File: config.mk
export PLATFORM = sky130hd
export DESIGN_NAME = fwd_issue_ctrl
export DESIGN_NICKNAME = d
export VERILOG_FILES = /design/src/rtl/fwd_issue_ctrl.sv
export SDC_FILE = /design/constraint.sdc
export NUM_CORES = 1
export LEC_CHECK = 0
export ABC_AREA = 1
export CORE_ASPECT_RATIO = 1.25
export CORE_MARGIN = 2
export CORE_UTILIZATION = 53
export CTS_CLUSTER_SIZE = 14
export DETAILED_ROUTE_END_ITERATION = 8
export PLACE_DENSITY = 0.85
export SLEW_MARGIN = 20
export SYNTH_ARGS = -nofsm -noshare
export SYNTH_HDL_FRONTEND = slang
export SYNTH_SLANG_ARGS = --single-unit
File: constraint.sdc
create_clock -name clk -period 4.75 [get_ports clk]
set_clock_uncertainty 0.15 [all_clocks]
set_input_delay 0.7125 -clock clk [delete_from_list [all_inputs] [get_ports clk]]
set_output_delay 0.7125 -clock clk [all_outputs]
set_load 0.1 [all_outputs]
File: src/rtl/fwd_issue_ctrl.sv
// rtl/fwd_issue_ctrl.sv - decode-stage forwarding packet issue with load-use stall and flush bubbles
// Optional macro FWD_ISSUE_R0_ZERO_EN makes register 0 hardwired zero.
module fwd_issue_ctrl #(
  parameter int FLUSH_BUBBLES = 2,
  parameter int CNT_W         = 16
) (
  input  logic             clk,
  input  logic             rst,
  input  logic             instr_valid,
  output logic             instr_ready,
  input  logic [3:0]       rs0,
  input  logic [3:0]       rs1,
  input  logic [3:0]       rd,
  input  logic             uses_rs0,
  input  logic             uses_rs1,
  input  logic             reg_write,
  input  logic             mem_to_reg,
  input  logic             flush,
  output logic [13:0]      FWD_out,
  output logic             issue_valid,
  output logic [CNT_W-1:0] stall_cnt,
  output logic [CNT_W-1:0] flush_cnt
);

  typedef enum logic [1:0] {
    RUN    = 2'd0,
    LSTALL = 2'd1,
    FLUSH  = 2'd2
  } state_t;

  localparam logic [3:0] RELOAD      = 4'(FLUSH_BUBBLES - 1);
  localparam logic       FLUSH_MULTI = (FLUSH_BUBBLES > 1);

  state_t      state, state_n;
  logic [3:0]  bub_cnt, bub_cnt_n;
  logic [13:0] pkt_n;
  logic        valid_n;
  logic        ready;
  logic        stall_inc;
  logic        flush_inc;
  logic        hz;
  logic        src0_hit;
  logic        src1_hit;
  logic        pkt_ld;
  logic        pkt_wr;

  // Hazard only against a load currently sitting in the packet register.
`ifdef FWD_ISSUE_R0_ZERO_EN
  assign src0_hit = uses_rs0 & (rs0 == FWD_out[11:8]) & (rs0 != 4'd0);
  assign src1_hit = uses_rs1 & (rs1 == FWD_out[11:8]) & (rs1 != 4'd0);
  assign pkt_wr   = reg_write & (rd != 4'd0);
  assign pkt_ld   = mem_to_reg & reg_write & (rd != 4'd0);
`else
  assign src0_hit = uses_rs0 & (rs0 == FWD_out[11:8]);
  assign src1_hit = uses_rs1 & (rs1 == FWD_out[11:8]);
  assign pkt_wr   = reg_write;
  assign pkt_ld   = mem_to_reg & reg_write;
`endif

  assign hz = FWD_out[13] & FWD_out[12] & instr_valid & (src0_hit | src1_hit);

  assign instr_ready = ready & ~rst;

  always_comb begin
    state_n   = state;
    bub_cnt_n = bub_cnt;
    pkt_n     = '0;
    valid_n   = 1'b0;
    ready     = 1'b0;
    stall_inc = 1'b0;
    flush_inc = 1'b0;
    case (state)
      RUN, LSTALL: begin
        if (flush) begin
          bub_cnt_n = RELOAD;
          flush_inc = 1'b1;
          state_n   = FLUSH_MULTI ? FLUSH : RUN;
        end else if (hz) begin
          stall_inc = 1'b1;
          state_n   = LSTALL;
        end else begin
          ready   = 1'b1;
          state_n = RUN;
          if (instr_valid) begin
            pkt_n   = {pkt_ld, pkt_wr, rd, rs1, rs0};
            valid_n = 1'b1;
          end
        end
      end
      FLUSH: begin
        // Each FLUSH cycle is one bubble; the counter holds bubbles still owed.
        if (flush) begin
          bub_cnt_n = RELOAD;
          flush_inc = 1'b1;
        end else if (bub_cnt <= 4'd1) begin
          bub_cnt_n = 4'd0;
          state_n   = RUN;
        end else begin
          bub_cnt_n = bub_cnt - 4'd1;
        end
      end
      default: begin
        state_n   = RUN;
        bub_cnt_n = 4'd0;
      end
    endcase
  end

  always_ff @(posedge clk or posedge rst) begin
    if (rst) begin
      state       <= RUN;
      bub_cnt     <= 4'd0;
      FWD_out     <= '0;
      issue_valid <= 1'b0;
    end else begin
      state       <= state_n;
      bub_cnt     <= bub_cnt_n;
      FWD_out     <= pkt_n;
      issue_valid <= valid_n;
    end
  end

  always_ff @(posedge clk or posedge rst) begin
    if (rst) begin
      stall_cnt <= '0;
      flush_cnt <= '0;
    end else begin
      if (stall_inc && (stall_cnt != {CNT_W{1'b1}}))
        stall_cnt <= stall_cnt + CNT_W'(1);
      if (flush_inc && (flush_cnt != {CNT_W{1'b1}}))
        flush_cnt <= flush_cnt + CNT_W'(1);
    end
  end

endmodule

Yosys cells after proc, flatten, opt, wreduce, memory -nomap -nowiden:

Index checks and enable logic that the tools add are counted.

* order comparisons: 1
* add/sub/neg operators: 3
* mux-type cells: 25
* bitwise operators: 9
* reductions and logical operators: 6
* equal/unequal tests: 9

Operator list (count)
* two-way mux 14 bit: 4
* adder 16 x 1 -> 16 bit (second input constant): 2
* inequality test 16 bit (second input constant): 2
* two-way mux 1 bit: 13
* two-way mux 4 bit: 3
* equality test 4 bit: 2
* one-hot mux 4 bit (2 select lines): 1
* AND 1 bit: 7
* two-way mux 2 bit: 3
* inequality test 2 bit (second input constant): 3
* <= comparator 4 x 1 -> 1 bit (second input constant): 1
* one-hot mux 2 bit (2 select lines): 1
* subtractor 4 x 1 -> 4 bit (second input constant): 1
* OR reduction 3 bit: 1
* equality test 2 x 1 -> 1 bit (second input constant): 1
* equality test 2 bit (second input constant): 1
* logical AND 1 bit: 2
* logical NOT 2 bit: 1
* AND reduction 2 bit: 1
* OR reduction 2 bit: 1
* inverter 1 bit: 1
* OR 1 bit: 1

* register bits after elaboration: 53
* output and inout port bits: 48
* logic and storage cells: 59
* input bits: 20

Logic depth before layout (Yosys ltp):

* word-level depth: 8
* mapped depth: 11
* depth with buffers taken out: 10

Least setup slack after synthesis:

No wires, ideal clock.

* kind: register to output
* start point: register FWD_out[9]
* end point: output port instr_ready
* arrival: 2.772 ns
* required time: 3.888 ns
* stages on the path, launching flop included: 9
* buffers on the path: 0
* setup slack: 1.116 ns
* path through: dfrtp_1 nand2_1 nand2_1 nor2_1 nand3_1 nand2_2 nand2_1 nand2_1 nor2_1

* cells in the longest elaborated chain, start to end: 8
* elaborated cells on any way between the ends: 10
* those cells by class: 2 x eq/ne; 3 x mux; 5 x bitwise

Ends and longest elaborated chain
* start: declaration: line 19 `output logic [13:0] FWD_out,`
* start signal: assignment: line 118 `FWD_out <= pkt_n;`
* equality test 4 bit (on tied branches): line 54, 55
* AND 1 bit (on tied branches): line 54, 55
* OR 1 bit (*): line 60 `assign hz = FWD_out[13] & FWD_out[12] & instr_valid & (src0_hit | src1_hit);`
* AND 1 bit (*): line 60
* two-way mux 1 bit (*): line 78 `end else if (hz) begin`
* two-way mux 1 bit (*): line 74 `if (flush) begin`
* two-way mux 1 bit (*): line 72 `case (state)`
* AND 1 bit (*): line 62 `assign instr_ready = ready & ~rst;`
* end: declaration: line 10 `output logic instr_ready,`

Mark *: on every way between the ends. The rest lies on a longest branch, timed or not.

Worst setup path in the final report:

* start point: input port rs0[3]
* end point: output port instr_ready

* cells in the longest elaborated chain, start to end: 8

Ends and longest elaborated chain
* start: declaration: line 11 `input logic [3:0] rs0,`
* equality test 4 bit: line 54 `assign src0_hit = uses_rs0 & (rs0 == FWD_out[11:8]);`
* AND 1 bit: line 54
* OR 1 bit: line 60
* AND 1 bit: line 60
* two-way mux 1 bit: line 78
* two-way mux 1 bit: line 74
* two-way mux 1 bit: line 72
* AND 1 bit: line 62

Every way passes these cells.

==> out/results.txt <==
status - finished clean
clk sinks - 53
fraction of layout cells with a size suffix above 1 - 7.914%
DRT iter0 DRCs - 132
Clk pin slew, worst setup/hold paths - 90 ps
Worst Setup Path Type - primary input to output port
TNS Setup - 0 ps
setup violators final - 0
syn_nets - 372
CTS Buffer Depth - 2
Worst R2R End - flush_cnt[12]
Worst-Skew Late Latency - 300 ps
DRC - 0
M3 GR Usage - 6.228%
switching power - 0.0005252 W
Syn Area/Cell - 8.108 µm²
MaxCap Viol Count - 0
worst setup path endpoint - instr_ready
Die H - 85.58 µm
P_leak - 1.767 nW
final hold vios - 0
Stages on worst setup path - 10
I/O Pins - 68
P per Cell Area - 339.6 nW/µm²
worst rel slew slack - 33.68%
crit path DAT - 2220 ps
CP max-delay cell - clkdlybuf4s50_1
Site Rows - 29
Via density - 4.960
cts bufs inserted - 5
largest cells by area after synthesis - dfrtp_1, nand2_1, xor2_1
Reg-to-Reg Start - flush_cnt[0]
global route hottest layer - met2
cell area after synthesis - 2821 µm²
footprint of the multi-input gates - 1291 µm²
met2 Usage GRT - 36.71%
Worst Setup SP - rs0[3]
CTS tree - done
Bufs and invs on worst path - 3
maximum single-stage delay on the critical path - 450 ps
CP Launch Type - primary input
CTS resizes - 0
sequential area share after synthesis - 47.01%
Clk network pwr share - 19.2%
first-pass GRT wire length - 10,050 µm
via count - 2,376
Root Buffer - clkbuf_8
Die ar. - 5927 µm²
largest net degree at the start of global routing - 54
Final min period - 3082 ps
Tcrit/Tclk final - 64.88%
Yosys reg bits - 53
Reg area - 1326 µm²
Yosys cell types - 28
design area - 3603 µm²
Reg power frac - 44.1%
Initial Utilization - 55.15%
GRT met1 Usage - 24.53%
most numerous cell on the critical path - nor2_1
htree depth - 2
GRT Residual Overflow - 0
Placed Area - 3528 µm²
Final ANT Viol Nets - 0
Required @ worst endpoint - 3890 ps
Logic pwr share - 36.6%
Area Overhead vs Synth - 27.72%
Max Slew Vio Count - 0
Post-CTS Setup Repair Bufs - 0
final WL - 5708 µm
Post-synth EDFFs - 0
top post-synthesis cells by count - nand2_1, dfrtp_1, nor2_1
switching share of power - 42.92%
RSZ-0062 raised after global routing - false
Top delay family on crit path - buffers and inverters
worst vdd rail ir drop - 0.2807 mV
yosys warns - 0
Synth area leader - dfrtp_1
core box area - 5116 µm²
final antenna diode count - 0
flop-to-flop setup slack - 2550 ps
prevailing post-synth register cell - dfrtp_1
Slew @ Worst Pin - 991.8 ps
Internal Power - 0.0006986 W
Async SR Flop Fraction - 100.0%
DR WL/cell - 11.92 µm
GRT Resource Usage Total - 20.73%
die width - 69.26 µm
layout net count - 442
antenna violations before repair - 0
hpwl dp - 4280 µm
Pwr Total - 0.001224 W
Crit Path Max Fanout - 3
gp weighted congestion - 0.8597
vias in the first global route - 2,329
critical-path cell list - clkdlybuf4s50_1, inv_1, nor2_1, nor2_1, nand3_1, nand2_2, nand2_1, nand2_1, nor2_1, buf_4
area share of the largest cell type after synthesis - 47.01%
Syn Inst Count - 348
TritonRoute pass-1 iters - 4
fill cell count - 415
count leader, synth - nand2_1
max frequency - 324.5 MHz
R2R cell count - 8
PortBufs - 67
Crit. End Element - output port
HP Class - register to register
cts hold-fix bufs - 0
-- layout by cell type, fill, tap and decap left out --
| master | count |
|---|---|
| ha_1 | 4 |
| xor2_1 | 21 |
| nand2_1 | 104 |
| nand4_4 | 1 |
| nor2_2 | 3 |
| nor3_1 | 5 |
| clkdlybuf4s50_1 | 66 |
| clkbuf_8 | 5 |
| o21ai_0 | 4 |
| o21ai_1 | 2 |
| o211ai_1 | 1 |
| nor3_4 | 1 |
| clkinv_1 | 1 |
| nor2_1 | 46 |
| o22ai_1 | 2 |
| a21oi_1 | 1 |
| nand4_1 | 6 |
| nand4_2 | 1 |
| buf_4 | 1 |
| nand3_1 | 17 |
| inv_2 | 3 |
| nand2_2 | 12 |
| dfrtp_1 | 53 |
| inv_1 | 39 |
| nor2_4 | 2 |
| xnor2_1 | 12 |
| nand3_2 | 2 |
| clkinv_2 | 2 |
-- state kept, by name, summed over array words and instances, names as in the netlist --
signal,count
FWD_out,14
stall_cnt,16
state,2
issue_valid,1
bub_cnt,4
flush_cnt,16
-- logic make-up after synthesis --
group	synth area share (%)
fa+ha+maj	1.774
flops	47.01
xor+xnor	10.24
simple gates	31.80
buf+inv	7.228
compound gates	1.951
-- how the worst min path moves through the flow --
| stage | depth (start not counted) | end | slack, ps | start |
|---|---|---|---|---|
| 2_1_floorplan | 1 | FWD_out[13] | 340 | state[1] |
| 3_3_place_gp | 1 | flush_cnt[10] | 350 | flush_cnt[10] |
| 3_5_place_dp | 1 | flush_cnt[10] | 370 | flush_cnt[10] |
| 4_1_cts | 1 | flush_cnt[10] | 380 | flush_cnt[10] |
| 5_1_grt | 1 | flush_cnt[10] | 410 | flush_cnt[10] |
| 6_report | 1 | flush_cnt[10] | 380 | flush_cnt[10] |
-- area by class of cell --
| cell class | count | area share, % |
|---|---|---|
| well taps | 62 | 2.153 |
| inverters | 44 | 4.618 |
| flip-flops and latches | 53 | 36.81 |
| clock buffers | 5 | 1.910 |
| repair buffers | 67 | 18.54 |
| clock inverters | 1 | 0.1389 |
| multi-input cells | 247 | 35.83 |
-- power by group through the flow --
stage / combinational (W) / sequential, W / clock (W)
after floorplan: 0.000101 / 0.000780 / 0
after global placement: 0.000443 / 0.000547 / 0
after detailed placement: 0.000450 / 0.000549 / 0
after CTS: 0.000451 / 0.000540 / 0.000246
after global routing: 0.000473 / 0.000547 / 0.000259
final: 0.000448 / 0.000540 / 0.000235
-- metrics by stage --
step	std cells	hold WS [ps]	worst slack, ps	utilization (%)
after floorplan	348	343.6	1116	-
after global placement	473	349.3	1786	68.97
after detailed placement	473	365.7	1686	68.97
after CTS	479	377.1	1667	70.41
after global routing	479	408.2	1530	70.43
final	479	380.4	1668	70.43
-- layer usage --
metal,up-vias,part of all wire [%]
li1,1199,-
met1,1097,43
met2,71,50
met3,9,6.3
met4,0,1.0
met5,-,0
No activity file was read; power rests on OpenSTA's default activity.
==> edit 1: new RTL, same settings <==
The option `FWD_ISSUE_R0_ZERO_EN` is turned on by a define.
--- a/src/rtl/fwd_issue_ctrl.sv
+++ b/src/rtl/fwd_issue_ctrl.sv
@@ -1,5 +1,7 @@
 // rtl/fwd_issue_ctrl.sv - decode-stage forwarding packet issue with load-use stall and flush bubbles
 // Optional macro FWD_ISSUE_R0_ZERO_EN makes register 0 hardwired zero.
+`define FWD_ISSUE_R0_ZERO_EN
+
 module fwd_issue_ctrl #(
   parameter int FLUSH_BUBBLES = 2,
   parameter int CNT_W         = 16
Function: changed (Yosys sat finds a counterexample within 4 cycles, from zero or initial values and one cycle with rst high).
==> edit 1 against the original RTL <==
- synthesized area down 0.53%
- combinational power up 32%
- sequential cell count unchanged
- design area down 0.17%
- worst setup slack better by 0.081 ns
- worst hold slack worse by 0.026 ns
- wire length up 9.9%
- sequential share of layout area up 0.064 points
- final cell count up 2.5%
- power up 14%
- largest power group is now combinational logic
==> edit 1: results (changes against the original RTL) <==
| Metric | Value |
|---|---|
| Invs w/o clock | 50 (+14%) |
| ClkCell Share | 0.0205 (+0.0000357) |
| Pin count of the biggest net entering global routing | 54 (unchanged) |
| Multi-In Gates | 253 (+2.4%) |
| Buffers excl. clock | 67 (unchanged) |
| Postcts setup bufs | 0 (unchanged) |
| WL/cell | 12.8 um (+7.2%) |
| Fraction of area in registers | 0.369 (+0.000641) |
| Root buffer cell | clkbuf_8 |
| Worst Path Max Fanout | 3 (unchanged) |
| Unique masters post-synth | 23 (-18%) |
| Outcome | completed |
| RR Endpoint | stall_cnt[8] |
| Hold Startpoint | stall_cnt[15] |
| XOR/XNOR Fraction of Synth Area | 0.0905 (-0.0119) |
| Hold Path Sink | stall_cnt[15] |
| Share of post-route cells with drive strength above 1 | 0.0420 (-0.0372) |
| Seq/Total Area, Yosys | 0.473 (+0.00251) |
| Synth Cell Area | 0.00281 sq mm (-0.53%) |
| Synthesized Nets | 383 (+3.0%) |
| Clk Latency, worst-skew pair | 0.30 ns (about the same) |
| R2R Setup Slk | 2.76 ns (+0.21 ns) |
| Placed Area | 0.00352 sq mm (-0.18%) |
| First DRT Iteration DRCs | 104 (-21%) |
| Reg2reg path depth | 7 (-1) |
| Top Registers | flush_cnt x16, stall_cnt x16, FWD_out x14 |
| Top cells by area, synth | dfrtp_1 (47%), nand2_1 (16%), inv_1 (6.6%), nor2_1 (5.8%), xor2_1 (5.6%) |
| Fillers | 432 (+4.1%) |
| Most frequent cells after synthesis | nand2_1 (118), dfrtp_1 (53), inv_1 (49) |
| Ys async rst share | 1.00 (unchanged) |
| Nets | 454 (+2.7%) |
| Maximum vdd drop | 282 uV (+0.30%) |
| Tightest Pin Transition | 1.01 ns (+0.0163 ns) |
| H-Tree Depth | 2 (unchanged) |
| Post-synthesis adder-cell area fraction | 0.0178 (+0.0000949) |
| Post-detail-place hpwl | 4740 um (+11%) |
| Reg2reg start | stall_cnt[0] |
| Compound-gate portion of the synthesized area | 0.0223 (+0.00278) |
| Cts bufs inserted | 5 (unchanged) |
| All-Layer GR Usage | 0.218 (+0.0104) |
| Fraction of area in multi-input gates | 0.351 (-0.00738) |
| Vias/cell | 5.03 (+1.4%) |
| Drt first pass iters | 4 (unchanged) |
| Mux share of post-synthesis cell area | 0 (unchanged) |
| Final setup viols | 0 (unchanged) |
| Buffer share of cell area | 0.186 (+0.000323) |
| GPL Wtd Cong | 0.948 (+10%) |
| Clock buffer depth | 2 (unchanged) |
| Leakage | 1.77 nW (+0.28%) |
| WHS Path Cells | 2 (+1) |
| Syn. warnings | 0 (unchanged) |
| Hold Path Class | reg2reg |
| # resized after CTS | 0 (unchanged) |
| First-pass GRT wire length | 10500 um (+4.5%) |
| Seq cells post-synth | 53 (unchanged) |
| WP data arrival | 2.14 ns (-0.08 ns) |
| Reg clk slew, reported paths | 0.08 ns |
| Pwr Density | 387 mW/mm^2 (+14%) |
| Vias in the first global route | 2412 (+3.6%) |
edit 1: cell types whose count changed after synthesis, sizes merged, moves of 3 or more:
cell | before | now
nand3 | 19 | 23
nand2 | 116 | 120
nor2 | 51 | 44
nor3 | 6 | 14
xor2 | 21 | 18
inv | 43 | 50
edit 1: where the power goes:
part / switching [mW] / leakage (nW) / total [mW] / internal, mW
combinational: 0.439 / 1.02 / 0.590 / 0.151
sequential: 0.0574 / 0.714 / 0.566 / 0.509
clock: 0.138 / 0.0399 / 0.236 / 0.0974
edit 1: worst max path at each step:
stage / start / to / cells past startpoint
2_1_floorplan: FWD_out[8] / instr_ready / 8
3_3_place_gp: rs0[1] / instr_ready / 11
3_5_place_dp: rs0[1] / instr_ready / 11
4_1_cts: rs0[1] / instr_ready / 11
5_1_grt: rs1[1] / instr_ready / 11
6_report: rs0[1] / instr_ready / 11
edit 1: through the flow:
step	cells	hold WS, ns	worst slack, ns
floorplan	359	0.313	1.11
global placement	485	0.339	1.77
detailed placement	485	0.336	1.75
CTS	491	0.360	1.75
global route	491	0.388	1.62
finish	491	0.354	1.75
edit 1: metal layers:
| metal | share of wire | global-route usage |
|---|---|---|
| met5 | 0 | 0 |
| met4 | 0.026 | 0.0963 |
| met3 | 0.035 | 0.0344 |
| met2 | 0.53 | 0.402 |
| met1 | 0.41 | 0.246 |
edit 1: critical path, stage by stage:
cell	delay [ns]
clkdlybuf4s50_1	0.43
nor2_1	0.11
nand2_1	0.05
nand2_1	0.05
nand2_1	0.04
nand3_1	0.07
nand2_2	0.08
nand2_1	0.11
nand2_1	0.07
nor2_1	0.10
buf_4	0.29
==> edit 2: new RTL, same settings <==
Made on the original files. Encoding of `state_t`: now one-hot (3 bits for 3 states).
--- a/src/rtl/fwd_issue_ctrl.sv
+++ b/src/rtl/fwd_issue_ctrl.sv
@@ -22,10 +22,10 @@
   output logic [CNT_W-1:0] flush_cnt
 );
 
-  typedef enum logic [1:0] {
-    RUN    = 2'd0,
-    LSTALL = 2'd1,
-    FLUSH  = 2'd2
+  typedef enum logic [2:0] {
+    RUN    = 3'b001,
+    LSTALL = 3'b010,
+    FLUSH  = 3'b100
   } state_t;
 
   localparam logic [3:0] RELOAD      = 4'(FLUSH_BUBBLES - 1);
Formal check against the unedited RTL: no difference found for any inputs over 10 cycles, from zero or initial values and one cycle with rst high; not proved beyond that.
==> edit 2 against the original RTL <==
- global-route usage grew 2.2 points
- worst hold slack gained 0.0065 ns
- final cell count grew 6.1%
- sequential cell count grew 1
- synthesized area grew 2.7%
- core utilization shrank 0.46 points
- design area grew 4.2%
- register-to-register slack gained 0.10 ns
- worst setup slack gained 0.032 ns
- wire length grew 14%
- power grew 38%
- synthesized cell count grew 7.5%
- largest cell class unchanged
==> edit 2: results (changes against the original RTL) <==
| Metric | Value |
|---|---|
| Outcome | completed |
| Maximum vdd drop | 520 uV (+85%) |
| Tightest Pin Transition | 0.990 ns (-0.00171 ns) |
| First DRT Iteration DRCs | 123 (-6.8%) |
| Slowest stage cell, crit path | clkdlybuf4s50_1 |
| Synthesized Nets | 398 (+7.0%) |
| Unique masters post-synth | 28 (unchanged) |
| WP data arrival | 2.19 ns (-0.03 ns) |
| Placed cells | 500 (+5.7%) |
| Ys async rst share | 1.00 (unchanged) |
| Post-synth top flop | dfrtp_1 |
| Fillers | 430 (+3.6%) |
| Most frequent cells after synthesis | nand2_1 (116), dfrtp_1 (53), inv_1 (47) |
| DRT antenna net count | 0 (unchanged) |
| Post-detail-place hpwl | 4840 um (+13%) |
| Drt first pass iters | 5 (+1) |
| Post-Route WL | 6530 um (+14%) |
| Top cells by area, synth | dfrtp_1 (46%), nand2_1 (15%), inv_1 (6.1%), xor2_1 (5.1%), nor2_1 (5.1%) |
| Share of post-route cells with drive strength above 1 | 0.0653 (-0.0138) |
| Post-route insts no fill | 508 (+6.1%) |
| First-pass GRT wire length | 11300 um (+12%) |
| Mean area per synthesized cell | 7.75 sq um (-4.4%) |
| All-Layer GR Usage | 0.229 (+0.0219) |
| CP peak stage delay | 0.43 ns (-0.02 ns) |
| Hold Path Class | reg2reg |
| Total number of vias | 2637 (+11%) |
| Leakage | 1.78 nW (+0.75%) |
| Pin count of the biggest net entering global routing | 55 (+1.9%) |
| Nets | 467 (+5.7%) |
| Seq/Total Area, Yosys | 0.467 (-0.00331) |
| Initial antenna violation count | 0 (unchanged) |
| GPL Wtd Cong | 0.917 (+6.7%) |
| # resized after CTS | 0 (unchanged) |
-- edit 2: cell count changes after synthesis, sizes merged, moves of 4 or more --
cell   delta
inv      +13
o21ai    +13
nor2     -11
nor3      +5
xor2      -4
-- edit 2: cell families (layout without fill, tap and decap cells) --
group / after synthesis / count (layout) / synth area share
simple gates: 201 / 201 / 0.300
buf+inv: 62 / 132 / 0.0859
flops: 54 / 54 / 0.467
xor+xnor: 28 / 28 / 0.0846
compound gates: 25 / 25 / 0.0458
fa+ha+maj: 4 / 4 / 0.0173
-- edit 2: area by class of cell --
| class | count | area (sq um) | area share |
|---|---|---|---|
| well taps | 64 | 80.1 | 0.0213 |
| flip-flops and latches | 54 | 1350 | 0.360 |
| clock buffers | 6 | 82.6 | 0.0220 |
| inverters | 57 | 216 | 0.0576 |
| repair buffers | 67 | 668 | 0.178 |
| multi-input cells | 258 | 1300 | 0.345 |
| clock inverters | 2 | 60.1 | 0.0160 |
-- edit 2: power breakdown --
| group | switching [mW] | internal, mW |
|---|---|---|
| logic | 0.552 | 0.178 |
| registers | 0.0590 | 0.525 |
| clock network | 0.148 | 0.225 |
-- edit 2: routing by layer --
layer  vias up  routed length [um]  share of wire  track usage
li1       1292                   -              -            -
met1      1241                2680           0.41        0.271
met2        90                3470           0.53        0.423
met3        14                 281          0.043       0.0430
met4         0                  97          0.015       0.0699
met5         -                   0              0            0
-- edit 2: worst paths after layout --
| kind | depth (start not counted) | end | slack [ns] | start |
|---|---|---|---|---|
| hold / removal | 1 | flush_cnt[0] | 0.39 | flush_cnt[0] |
| max in group asynchronous | 2 | stall_cnt[0] | 3.15 | rst |
| hold reg to reg | 1 | flush_cnt[0] | 0.39 | flush_cnt[0] |
| setup / recovery | 11 | instr_ready | 1.70 | rs0[1] |
| setup reg to reg | 8 | flush_cnt[4] | 2.65 | flush_cnt[0] |
| min in group asynchronous | 2 | stall_cnt[15] | 0.78 | rst |
-- edit 2: stage by stage --
| step | hold slack, ns | worst slack [ns] | util | area (sq um) |
|---|---|---|---|---|
| after global routing | 0.418 | 1.53 | 0.700 | 3760 |
| after global placement | 0.366 | 1.72 | 0.673 | 3610 |
| after CTS | 0.395 | 1.70 | 0.700 | 3750 |
| final | 0.387 | 1.70 | 0.700 | 3760 |
| after floorplan | 0.400 | 0.348 | - | 2900 |
| after detailed placement | 0.378 | 1.70 | 0.673 | 3610 |
